<file path="src/rtl/irq_controller.sv">
`timescale 1ns/1ps
// Purpose: vectored interrupt controller; latches edge/level sources and hands one
//          request at a time to the core (Irq/IrqAck/Eoi).
// Latency: source edge to Irq=1 is 2 cycles; Eoi to next Irq=1 is 2 cycles.
// Backpressure: one request outstanding. New requests stay latched in PENDING
//               until the core acks the current one and signals Eoi.
//
// Ports:
//   Clk, Rst     - clock; asynchronous active-low reset
//   i_ext        - interrupt sources, synchronous to Clk
//   Addr/WrEn/WData/RData - register port (0 ENABLE, 1 PENDING, 2 MODE, 3 STATUS);
//                  RData is combinational from Addr
//   Irq, IrqId   - request to the core and the selected / in-service source index
//   IrqAck, Eoi  - core accepts the request; core finished servicing it
module irq_controller #(
  parameter int N_SRC = 31
) (
  input  logic             Clk,
  input  logic             Rst,
  input  logic [N_SRC-1:0] i_ext,
  input  logic [1:0]       Addr,
  input  logic             WrEn,
  input  logic [31:0]      WData,
  output logic [31:0]      RData,
  output logic             Irq,
  output logic [4:0]       IrqId,
  input  logic             IrqAck,
  input  logic             Eoi
);

  localparam logic [1:0] ADDR_ENABLE  = 2'd0;
  localparam logic [1:0] ADDR_PENDING = 2'd1;
  localparam logic [1:0] ADDR_MODE    = 2'd2;
  localparam logic [1:0] ADDR_STATUS  = 2'd3;

  typedef enum logic [1:0] {
    ST_IDLE    = 2'd0,
    ST_REQ     = 2'd1,
    ST_SERVICE = 2'd2
  } state_t;

  // Architectural state
  logic [N_SRC-1:0] en_src_q, en_src_d;
  logic             glb_en_q, glb_en_d;
  logic [N_SRC-1:0] mode_q,   mode_d;
  logic [N_SRC-1:0] pend_q,   pend_d;
  logic [N_SRC-1:0] prev_q;
  state_t           state_q,  state_d;
  logic [4:0]       irq_id_q, irq_id_d;

  // Decode and datapath helpers
  logic             wr_enable;
  logic             wr_pending;
  logic             wr_mode;
  logic [N_SRC-1:0] cand;
  logic             cand_any;
  logic [4:0]       sel_id;
  logic             ack_take;
  logic [N_SRC-1:0] ack_clr;
  logic [N_SRC-1:0] w1c_clr;
  logic [N_SRC-1:0] edge_set;
  logic             in_service;

  assign wr_enable  = WrEn && (Addr == ADDR_ENABLE);
  assign wr_pending = WrEn && (Addr == ADDR_PENDING);
  assign wr_mode    = WrEn && (Addr == ADDR_MODE);

  // ---------------------------------------------------------------------------
  // Configuration registers
  // ---------------------------------------------------------------------------
  always_comb begin
    en_src_d = en_src_q;
    glb_en_d = glb_en_q;
    mode_d   = mode_q;
    if (wr_enable) begin
      en_src_d = WData[N_SRC-1:0];
      glb_en_d = WData[31];
    end
    if (wr_mode) begin
      mode_d = WData[N_SRC-1:0];
    end
  end

  // ---------------------------------------------------------------------------
  // Candidate selection: masking gates selection only, never latching.
  // ---------------------------------------------------------------------------
  assign cand     = pend_q & en_src_q & {N_SRC{glb_en_q}};
  assign cand_any = |cand;

  // Scan from the top down so the lowest set index is the last one written.
  always_comb begin
    sel_id = '0;
    for (int k = N_SRC - 1; k >= 0; k--) begin
      if (cand[k]) begin
        sel_id = 5'(k);
      end
    end
  end

  // ---------------------------------------------------------------------------
  // Pending bits
  // ---------------------------------------------------------------------------
  // An ack only counts while a request is actually being presented.
  assign ack_take = IrqAck && (state_q == ST_REQ);

  // Ack clears the bit of the id presented in the acking cycle.
  always_comb begin
    ack_clr = '0;
    for (int k = 0; k < N_SRC; k++) begin
      ack_clr[k] = ack_take && (irq_id_q == 5'(k));
    end
  end

  assign w1c_clr  = wr_pending ? WData[N_SRC-1:0] : '0;
  assign edge_set = i_ext & ~prev_q;

  // Edge sources: clear first, then OR in the set so a same-cycle edge survives.
  // Level sources simply mirror the registered input line.
  assign pend_d = (mode_q & i_ext)
                | (~mode_q & ((pend_q & ~(w1c_clr | ack_clr)) | edge_set));

  // ---------------------------------------------------------------------------
  // Request / service FSM
  // ---------------------------------------------------------------------------
  always_comb begin
    state_d    = state_q;
    irq_id_d   = irq_id_q;
    Irq        = 1'b0;
    in_service = 1'b0;
    unique case (state_q)
      ST_IDLE: begin
        if (cand_any) begin
          state_d  = ST_REQ;
          irq_id_d = sel_id;
        end
      end
      ST_REQ: begin
        Irq = 1'b1;
        // The core accepted what it saw this cycle, so the ack takes
        // precedence over a candidate set that just emptied.
        if (IrqAck) begin
          state_d = ST_SERVICE;
        end else if (!cand_any) begin
          state_d = ST_IDLE;
        end else begin
          // Re-select every cycle so a higher-priority arrival pre-empts.
          irq_id_d = sel_id;
        end
      end
      ST_SERVICE: begin
        in_service = 1'b1;
        if (Eoi) begin
          state_d = ST_IDLE;
        end
      end
      default: begin
        state_d = ST_IDLE;
      end
    endcase
  end

  assign IrqId = irq_id_q;

  // ---------------------------------------------------------------------------
  // Register read mux
  // ---------------------------------------------------------------------------
  always_comb begin
    RData = '0;
    unique case (Addr)
      ADDR_ENABLE: begin
        RData[N_SRC-1:0] = en_src_q;
        RData[31]        = glb_en_q;
      end
      ADDR_PENDING: begin
        RData[N_SRC-1:0] = pend_q;
      end
      ADDR_MODE: begin
        RData[N_SRC-1:0] = mode_q;
      end
      ADDR_STATUS: begin
        RData[8]   = in_service;
        RData[7]   = Irq;
        RData[4:0] = irq_id_q;
      end
      default: begin
        RData = '0;
      end
    endcase
  end

  // ---------------------------------------------------------------------------
  // State registers
  // ---------------------------------------------------------------------------
  always_ff @(posedge Clk or negedge Rst) begin
    if (!Rst) begin
      en_src_q <= '0;
      glb_en_q <= 1'b0;
      mode_q   <= '0;
      pend_q   <= '0;
      prev_q   <= '0;
      state_q  <= ST_IDLE;
      irq_id_q <= '0;
    end else begin
      en_src_q <= en_src_d;
      glb_en_q <= glb_en_d;
      mode_q   <= mode_d;
      pend_q   <= pend_d;
      prev_q   <= i_ext;
      state_q  <= state_d;
      irq_id_q <= irq_id_d;
    end
  end

endmodule

</file>
<file path="config.mk">
export PLATFORM = sky130hd
export DESIGN_NAME = irq_controller
export DESIGN_NICKNAME = d
export VERILOG_FILES = /design/src/rtl/irq_controller.sv
export SDC_FILE = /design/constraint.sdc
export NUM_CORES = 1
export LEC_CHECK = 0
export CORE_UTILIZATION = 54
export DETAILED_ROUTE_END_ITERATION = 12
export GPL_TIMING_DRIVEN = 0
export PLACE_DENSITY = 0.81
export SYNTH_ARGS = -nofsm -noshare
export SYNTH_HDL_FRONTEND = slang
export SYNTH_SLANG_ARGS = --single-unit
</file>
<file path="constraint.sdc">
create_clock -name Clk -period 2.38 [get_ports Clk]
set_input_delay 0.476 -clock Clk [delete_from_list [all_inputs] [get_ports Clk]]
set_output_delay 0.476 -clock Clk [all_outputs]
set_load 0.005 [all_outputs]
</file>
==> flow_metrics.tcl, run 1 <==
set metrics [dict create \
    startpoint "IrqId[1]" \
    finalCriticalPeriod_ns 2.335 \
    start_util 0.5618 \
    critical_path.slowest_cell "mux4_2" \
    reg2regPathDepth 6 \
    die-area_mm2 0.01253 \
    fin_skew_ns 0.01135 \
    fin_cells 887 \
    synthCells 603 \
    fmax_mhz 428.2 \
    htreeDepth 4 \
    gp_congestion 0.9073 \
    coreArea_mm2 0.01161 \
    cts_root_buffer "clkbuf_16" \
    dp_slack_ns -0.4529 \
    max-cap-violations 0 \
    cts_hold_buffers 0 \
    vias 5461 \
    cp_cell_sequence "mux4_2 -> clkdlybuf4s50_1" \
    rrSetupSlack_ns 0.42 \
    slowest_delay_ns 0.51 \
    cp.depth 2 \
    drt-pass1-iter-count 9 \
    p_leak_nw 3.703 \
    r2r-start "state_q[1]" \
    cp.arrival_ns 1.86 \
    synth_fp_nets 673 \
    layout_setup_ws_ns 0.04461 \
    pwr_density_cell_mw_per_mm2 938.8 \
    reg2reg_to "pend_q[7]" \
    final-hold-violation-count 0 \
    viasPerCell 6.157 \
    grtUsageTotal 0.3101 \
    fin_nets 805 \
    path_delay_family "multiplexers" \
    grt_pass1_vias 5597 \
    status "finished with violations" \
    synth_flop_cell "dfrtp_1" \
    maxSlewViolCount 0 \
    synth_seq_area_share 0.5062 \
    ir_drop_mv 0.5976 \
    clock_insertion_delay_worst_skew_ns 0.43 \
    failed_checks "design-rule violations" \
    crit_type "flip-flop to output port" \
    setup_violations 0 \
    grt_max_degree 69 \
    grt_setup_unrepaired "yes" \
    synth-warning-count 0 \
    ant_nets 0 \
    hp-class "input port to asynchronous set/reset pin" \
    syn_avg_cell_area_um2 10.82 \
    portBuffers 105 \
    place_hpwl_um 12800 \
    slew-limit-headroom 0.5249 \
    cp-start-kind "flip-flop" \
    area_delta_synth_final_pct 29.88 \
    synth_area_mm2 0.006525 \
    crit_buf_inv 1 \
    post_drt_wl_per_cell_um 20.58 \
    layout_commonest_cell "dfrtp_1" \
    route.detailed.drc 7 \
    crit_fanout 8 \
    worstPathRequired_ns 1.90 \
    cts_buffers 17 \
    dpl.cell_count 852 \
    drt_iter0_drc 596 \
    synthArstFlopShare 1.000 \
    die_w_um 111.9 \
    wirelength_um 18260 \
    cts_tree "done" \
    mostFrequentLayoutCells "dfrtp_1 (128), clkdlybuf4s50_1 (99), nand2_1 (85)" \
    clockBufferDepth 2 \
    drive_gt1_frac 0.1250 \
    tightestPinTransition_ns 0.7112 \
    fin_crit_sh 0.9813 \
    num_rows 39 \
    dieHeight_um 111.9 \
    ys_types 59 \
    grt_pass1_wl_um 29410 \
    pin_count 108 \
    diodes 0 \
    crit_path_end_kind "output port" \
    endpoint "RData[1]" \
    antenna_found_initial 0 \
    clk_pin_slew_ns 0.06 \
    synth_edf_count 0 \
    grt_overflow_total 0 \
    clock_sinks 132 \
    ys_ff_latch 132 \
]
metrics by stage:
step / TNS [ns] / total power, mW / area (um^2) / hold slack [ns] / utilization
2_1_floorplan: 0 / 4.252 / 6525 / 0.1804 / -
3_3_place_gp: -566.90 / 5.203 / 7755 / 0.4966 / 0.6677
3_5_place_dp: -9.493 / 5.299 / 7784 / 0.5022 / 0.6702
4_1_cts: 0 / 7.832 / 8396 / 0.06995 / 0.7229
5_1_grt: 0 / 8.301 / 8474 / 0.08583 / 0.7297
6_report: 0 / 7.956 / 8474 / 0.05251 / 0.7297
layout make-up:
class	count	area (um^2)
Buffer	24	167.7
Inverter	32	120.1
Sequential cell	132	3308
Timing Repair Buffer	116	1164
Clock buffer	23	478.0
Fill cell	818	3139
Clock inverter	5	77.57
Multi-Input combinational cell	412	2980
Tap cell	143	178.9
cells in the mapped netlist, types with 2 or more instances:
master	n	area share
o21ai_1	29	0.022
a22oi_1	12	0.014
o211ai_1	2	0.0023
o21ai_0	41	0.031
nand2_1	85	0.049
a32oi_1	3	0.0040
nand4_1	4	0.0038
nor3_2	2	0.0031
a21boi_0	3	0.0035
a41oi_1	2	0.0027
a21oi_2	2	0.0027
a22o_1	3	0.0040
and2b_2	2	0.0027
nor2b_1	4	0.0038
mux4_2	7	0.024
mux2i_1	24	0.037
mux2_1	56	0.097
and2_1	2	0.0019
a32o_1	2	0.0031
mux2_2	6	0.010
nand3b_1	7	0.0081
nand2b_1	24	0.023
a41o_1	3	0.0046
buf_2	16	0.012
nand3_1	10	0.0077
a31oi_1	4	0.0038
nor2_1	8	0.0046
inv_1	32	0.018
a221o_1	9	0.014
a221oi_1	2	0.0027
clkbuf_1	9	0.0052
nor3_1	6	0.0046
nand4b_1	4	0.0054
dfrtp_1	132	0.51
mux2_4	2	0.0046
nor3b_2	3	0.0058
o22a_1	2	0.0027
a21oi_1	18	0.014
where the power goes:
part           switching, mW  total [mW]  internal (mW)
clock network          0.923        2.52           1.60
registers              0.465        3.12           2.66
logic                   1.14        2.32           1.17
per-layer routing:
| layer | vias up | wire, um | part of all wire | GRT usage |
|---|---|---|---|---|
| li1 | 2432 | - | - | - |
| met1 | 2681 | 7402 | 0.41 | 0.4042 |
| met2 | 303 | 8769 | 0.48 | 0.4923 |
| met3 | 45 | 1586 | 0.087 | 0.08383 |
| met4 | 0 | 499 | 0.027 | 0.1270 |
| met5 | - | 0 | 0 | 0 |
how the worst min path moves through the flow:
| stage | start | end | slack, ns | cells after the start |
|---|---|---|---|---|
| finish | Rst | prev_q[6] | 0.05 | 1 |
| global route | Rst | pend_q[6] | 0.09 | 1 |
| CTS | Rst | prev_q[6] | 0.07 | 1 |
| detailed placement | en_src_q[22] | en_src_q[22] | 0.50 | 1 |
| global placement | en_src_q[22] | en_src_q[22] | 0.50 | 1 |
| floorplan | Rst | IrqId[0] | 0.18 | 0 |
cells by family (layout without fill, tap and decap cells):
family          after synthesis  count (layout)  synth area share
simple gates                169             169            0.1327
mux                          95              95            0.1726
flops                       132             132            0.5062
buf+inv                      59             200           0.03816
compound gates              148             148            0.1503
state kept, by name (all words and copies together), names as in the netlist:
signal    cells
pend_q       31
mode_q       31
prev_q       31
state_q       2
glb_en_q      1
IrqId         5
en_src_q     31
timing repair:
item	in CTS	in global routing
resized for setup	23	13
endpoints found under the setup margin	29	26
buffers inserted	1	9
cloned	0	0
(Power assumes the default switching activity.)
==> run 2, diff against run 1 <==
Settings changed: CORE_UTILIZATION 54 to 44, PLACE_DENSITY 0.81 to 0.68.
==> run 2 against run 1 <==
  * The run now ends clean
  * Sequential power is essentially flat
  * Flip-flop and latch count is the same
  * Combinational power is essentially flat
  * Core utilization shrank 14 points
  * Count of clock-buffer cells in the layout shrank 1
  * First-iteration DRC count shrank 19%
  * Fmax grew 0.34%
  * Critical path type unchanged
  * Highest routed layer unchanged
==> flow_metrics.tcl, run 2 (synthesis results as in run 1) <==
set metrics [dict create \
    status "complete, no violations" \
    die_w_um 123.8 \
    fin_skew_ns 0.007274 \
    hp-class "input port to asynchronous set/reset pin" \
    pin_count 108 \
    portBuffers 105 \
    final-hold-violation-count 0 \
    grt_pass1_wl_um 29550 \
    grt_max_degree 81 \
    drt-pass1-iter-count 8 \
    crit_path_end_kind "output port" \
    cts_tree "done" \
    grtUsageTotal 0.2624 \
    slowest_delay_ns 0.52 \
    mostFrequentLayoutCells "dfrtp_1 (129), clkdlybuf4s50_1 (93), nand2_1 (85)" \
    dieHeight_um 123.8 \
    fin_nets 798 \
    grt_setup_unrepaired "no" \
    finalCriticalPeriod_ns 2.327 \
    ant_nets 0 \
    layout_setup_ws_ns 0.05257 \
    max-cap-violations 0 \
    critical_path.slowest_cell "mux4_2" \
    area_delta_synth_final_pct 30.32 \
    crit_type "flip-flop to output port" \
    drive_gt1_frac 0.1189 \
    vias 5389 \
    route.detailed.drc 0 \
    rrSetupSlack_ns 0.31 \
    layout_commonest_cell "dfrtp_1" \
    die-area_mm2 0.01532 \
    tightestPinTransition_ns 0.7502 \
    cp.arrival_ns 1.85 \
    setup_violations 0 \
    reg2reg_to "pend_q[11]" \
    p_leak_nw 3.752 \
    fin_crit_sh 0.9779 \
    slew-limit-headroom 0.4988 \
    viasPerCell 5.832 \
    fmax_mhz 429.7 \
    dp_slack_ns -0.5229 \
    post_drt_wl_per_cell_um 20.16 \
    clock_sinks 132 \
    antenna_found_initial 0 \
    reg2regPathDepth 7 \
    start_util 0.4507 \
    diodes 0 \
    cts_buffers 17 \
    r2r-start "state_q[1]" \
    cp_cell_sequence "mux4_2 -> clkdlybuf4s50_1" \
    place_hpwl_um 13230 \
    maxSlewViolCount 0 \
    clock_insertion_delay_worst_skew_ns 0.43 \
    worstPathRequired_ns 1.90 \
    cts_root_buffer "clkbuf_16" \
    fin_cells 924 \
    grt_pass1_vias 5482 \
    cp-start-kind "flip-flop" \
    gp_congestion 0.9252 \
    ir_drop_mv 0.5967 \
    dpl.cell_count 893 \
    path_delay_family "multiplexers" \
    crit_fanout 8 \
    wirelength_um 18630 \
    p_total_mw 7.956 \
    drt_iter0_drc 485 \
    crit_buf_inv 1 \
    fin_util 0.5873 \
    clockBufferDepth 2 \
    pwr_density_cell_mw_per_mm2 935.6 \
    coreArea_mm2 0.01448 \
    num_rows 44 \
    clk_pin_slew_ns 0.06 \
    htreeDepth 4 \
    cts_hold_buffers 0 \
    grt_overflow_total 0 \
]
## run 2: changes by cell type in the layout (fill, tap and decap cells not counted), sizes merged
cell | previous run | this run
buf | 29 | 23
clkdlybuf4s50 | 99 | 93
clkinvlp | 1 | 2
clkinv | 2 | 5
dlymetal6s2s | 4 | 10
clkbuf | 30 | 28
## run 2: layer usage
metal  up-vias  share of wire  global-route usage
met5         -              0                   0
met4         0          0.024              0.1024
met3        35          0.076             0.06822
met2       224           0.47              0.4222
met1      2702           0.43              0.3374
li1       2428              -                   -
## run 2: what timing repair did
item	4_1_cts	5_1_grt
setup buffers	4	0
setup endpoints to repair	29	17
gates resized for setup	26	14
## run 2: worst max-delay path by stage
stage	from	end	slack (ns)	cells after the start
after global routing	Addr[0]	RData[25]	0.0006	7
after CTS	state_q[1]	RData[8]	0.009	3
after global placement	Rst	prev_q[18]	-4.34	1
after floorplan	Addr[1]	RData[0]	0.38	4
final	IrqId[0]	RData[0]	0.05	2
after detailed placement	Addr[0]	RData[24]	-0.52	5
## run 2: power by group
group	total [mW]	switching, mW	internal, mW	leakage (nW)
Sequential	3.10	0.442	2.65	1.54
Combinational	2.29	1.16	1.12	1.93
Clock	2.57	0.963	1.61	0.282
## run 2: per-stage QoR
step	area, um^2	setup TNS, ns	hold slack (ns)
after floorplan	6525	0	0.1804
after global placement	7806	-582.34	0.4966
after detailed placement	7835	-10.81	0.5124
after CTS	8488	0	0.1285
after global routing	8503	0	0.1651
final	8503	0	0.09648
## run 2: layout make-up
class | count | area [um^2]
well taps | 184 | 230.2
inverters | 32 | 120.1
clock buffers | 22 | 474.2
multi-input cells | 412 | 2978
fillers | 1225 | 5976
clock inverters | 9 | 103.9
repair buffers | 110 | 1134
plain buffers | 23 | 156.4
flip-flops and latches | 132 | 3307
==> run 3, diff against run 2 <==
--- a/config.mk
+++ b/config.mk
@@ -13,2 +13,3 @@
 export SYNTH_HDL_FRONTEND = slang
 export SYNTH_SLANG_ARGS = --single-unit
+export TNS_END_PERCENT = 20
==> constraint.sdc (replaced) <==
create_clock -name Clk -period 2.38 [get_ports Clk]
set_input_delay 0.476 -clock Clk [delete_from_list [all_inputs] [get_ports Clk]]
set_output_delay 0.476 -clock Clk [all_outputs]
set_load 0.01 [all_outputs]
==> run 3 against run 2 <==
  * Critical path depth increased by 2
  * Worst setup slack got worse by 0.011 ns
  * Wire length is 0.55% lower
  * Register-to-register slack gained 0.08 ns
  * Non-clock buffer count shrank 2
  * Sequential power is 2% higher
  * Count of clock-buffer cells in the layout unchanged
  * First-iteration DRC count decreased by 1.2%
  * Via count shrank 0.80%
==> flow_metrics.tcl, run 3 (synthesis results as in run 1) <==
set metrics [dict create \
    swShare 0.3275 \
    antenna_found_initial 0 \
    route.detailed.drc 0 \
    ant_nets 0 \
    fin_nets 796 \
    die_w_um 123.8 \
    clk_pin_slew_ns 0.05 \
    timing.critical_path.mode_cell "buf_4" \
    status "complete, no violations" \
    cp_cell_sequence "buf_4 -> buf_4 -> mux4_2 -> clkdlybuf4s50_1" \
    worstPathRequired_ns 1.90 \
    pin_count 108 \
    cts_hold_buffers 0 \
    num_rows 44 \
    vias 5346 \
    portBuffers 105 \
    ir_drop_mv 0.5651 \
    layout_commonest_cell "dfrtp_1" \
    post_cts_buffers 0 \
    grt_pass1_vias 5456 \
    rrSetupSlack_ns 0.39 \
    cp.depth 4 \
    clockBufferDepth 2 \
    cts_tree "done" \
    setup_violations 0 \
    finalCriticalPeriod_ns 2.339 \
    drt-pass1-iter-count 5 \
    grt_pass1_wl_um 29430 \
    grt_setup_unrepaired "yes" \
    grt_max_degree 81 \
    maxSlewViolCount 0 \
    hp-class "input port to asynchronous set/reset pin" \
    post_drt_wl_per_cell_um 20.10 \
    final-hold-violation-count 0 \
    die-area_mm2 0.01532 \
    grtUsageTotal 0.2611 \
    crit_buf_inv 3 \
    fin_crit_sh 0.9827 \
    fin_util 0.5856 \
    area_delta_synth_final_pct 29.95 \
    start_util 0.4507 \
    ctsResizeCount 34 \
    slowest_delay_ns 0.52 \
    p_clk_frac 0.324 \
    cts_buffers 17 \
    dieHeight_um 123.8 \
    clock_sinks 132 \
    drt_iter0_drc 479 \
    crit_type "input port to output port" \
    critical_path.slowest_cell "mux4_2" \
    dpl_cell_area_mm2 0.007835 \
    pwr_density_cell_mw_per_mm2 934.2 \
    fmax_mhz 427.6 \
    wirelength_um 18530 \
    endpoint "RData[1]" \
    grt_overflow_total 0 \
    cts_root_buffer "clkbuf_16" \
    slew-limit-headroom 0.5042 \
    reg2reg_to "pend_q[11]" \
    diodes 0 \
    fin_area_mm2 0.008479 \
    comb_power_share 0.277 \
    coreArea_mm2 0.01448 \
    place_hpwl_um 13230 \
    path_delay_family "buffers and inverters" \
    startpoint "Addr[0]" \
    clock_insertion_delay_worst_skew_ns 0.43 \
    gp_congestion 0.9252 \
    internal_power_mw 5.327 \
    crit_fanout 10 \
    power_switching_mw 2.594 \
    setup_tns_ns 0 \
    reg2regPathDepth 6 \
    p_leak_nw 3.779 \
    fin_skew_ns 0.007556 \
    cp.arrival_ns 1.86 \
    crit_path_end_kind "output port" \
    cp-start-kind "input port" \
    max-cap-violations 0 \
    hold_slack_ns 0.09754 \
    sequentialPowerShare 0.399 \
    mostFrequentLayoutCells "dfrtp_1 (127), nand2_1 (85), clkdlybuf4s50_1 (81)" \
    tightestPinTransition_ns 0.7422 \
    htreeDepth 4 \
    r2r-start "state_q[1]" \
    viasPerCell 5.798 \
    p_total_mw 7.922 \
    drive_gt1_frac 0.1165 \
]
## run 3: cell types whose count changed in the layout (fill, tap and decap cells not counted), sizes merged
cell	delta
clkbuf	+1
clkdlybuf4s50	-12
dlymetal6s2s	+1
dlygate4sd2	+11
buf	-3
## run 3: cell type report
type	count	area, um^2
buffer	25	176.4
clock buffer	22	474.2
clock inverter	9	103.9
fill	1231	6000
inverter	32	120.1
multi-input combinational	412	2973
sequential	132	3309
tap	184	230.2
timing repair buffer	106	1092
## run 3: power by group through the flow
stage               sequential [mW]  clock [mW]  combinational, mW
floorplan                      3.00           0               1.32
global placement               3.09           0               2.22
detailed placement             3.12           0               2.27
CTS                            3.14        2.61               2.20
global route                   3.22        2.70               2.39
finish                         3.16        2.57               2.19
## run 3: how the worst min path moves through the flow
stage                      endpoint  slack (ns)
after floorplan            IrqId[0]        0.18
after global placement    mode_q[3]        0.50
after detailed placement  mode_q[7]        0.51
after CTS                 prev_q[5]        0.13
after global routing      prev_q[6]        0.17
final                     prev_q[6]         0.1
## run 3: per-stage QoR
stage | setup slack [ns] | instances
after floorplan | 0.3328 | 603
after global placement | -4.338 | 892
after detailed placement | -0.5556 | 893
after CTS | -0.005012 | 922
after global routing | -0.006052 | 922
final | 0.04123 | 922
## run 3: per-layer routing
| layer | wire (um) | track usage | up-vias |
|---|---|---|---|
| met2 | 8827 | 0.4163 | 232 |
| met5 | 0 | 0 | - |
| li1 | - | - | 2431 |
| met3 | 1440 | 0.06914 | 32 |
| met4 | 376 | 0.1047 | 0 |
| met1 | 7885 | 0.3371 | 2651 |
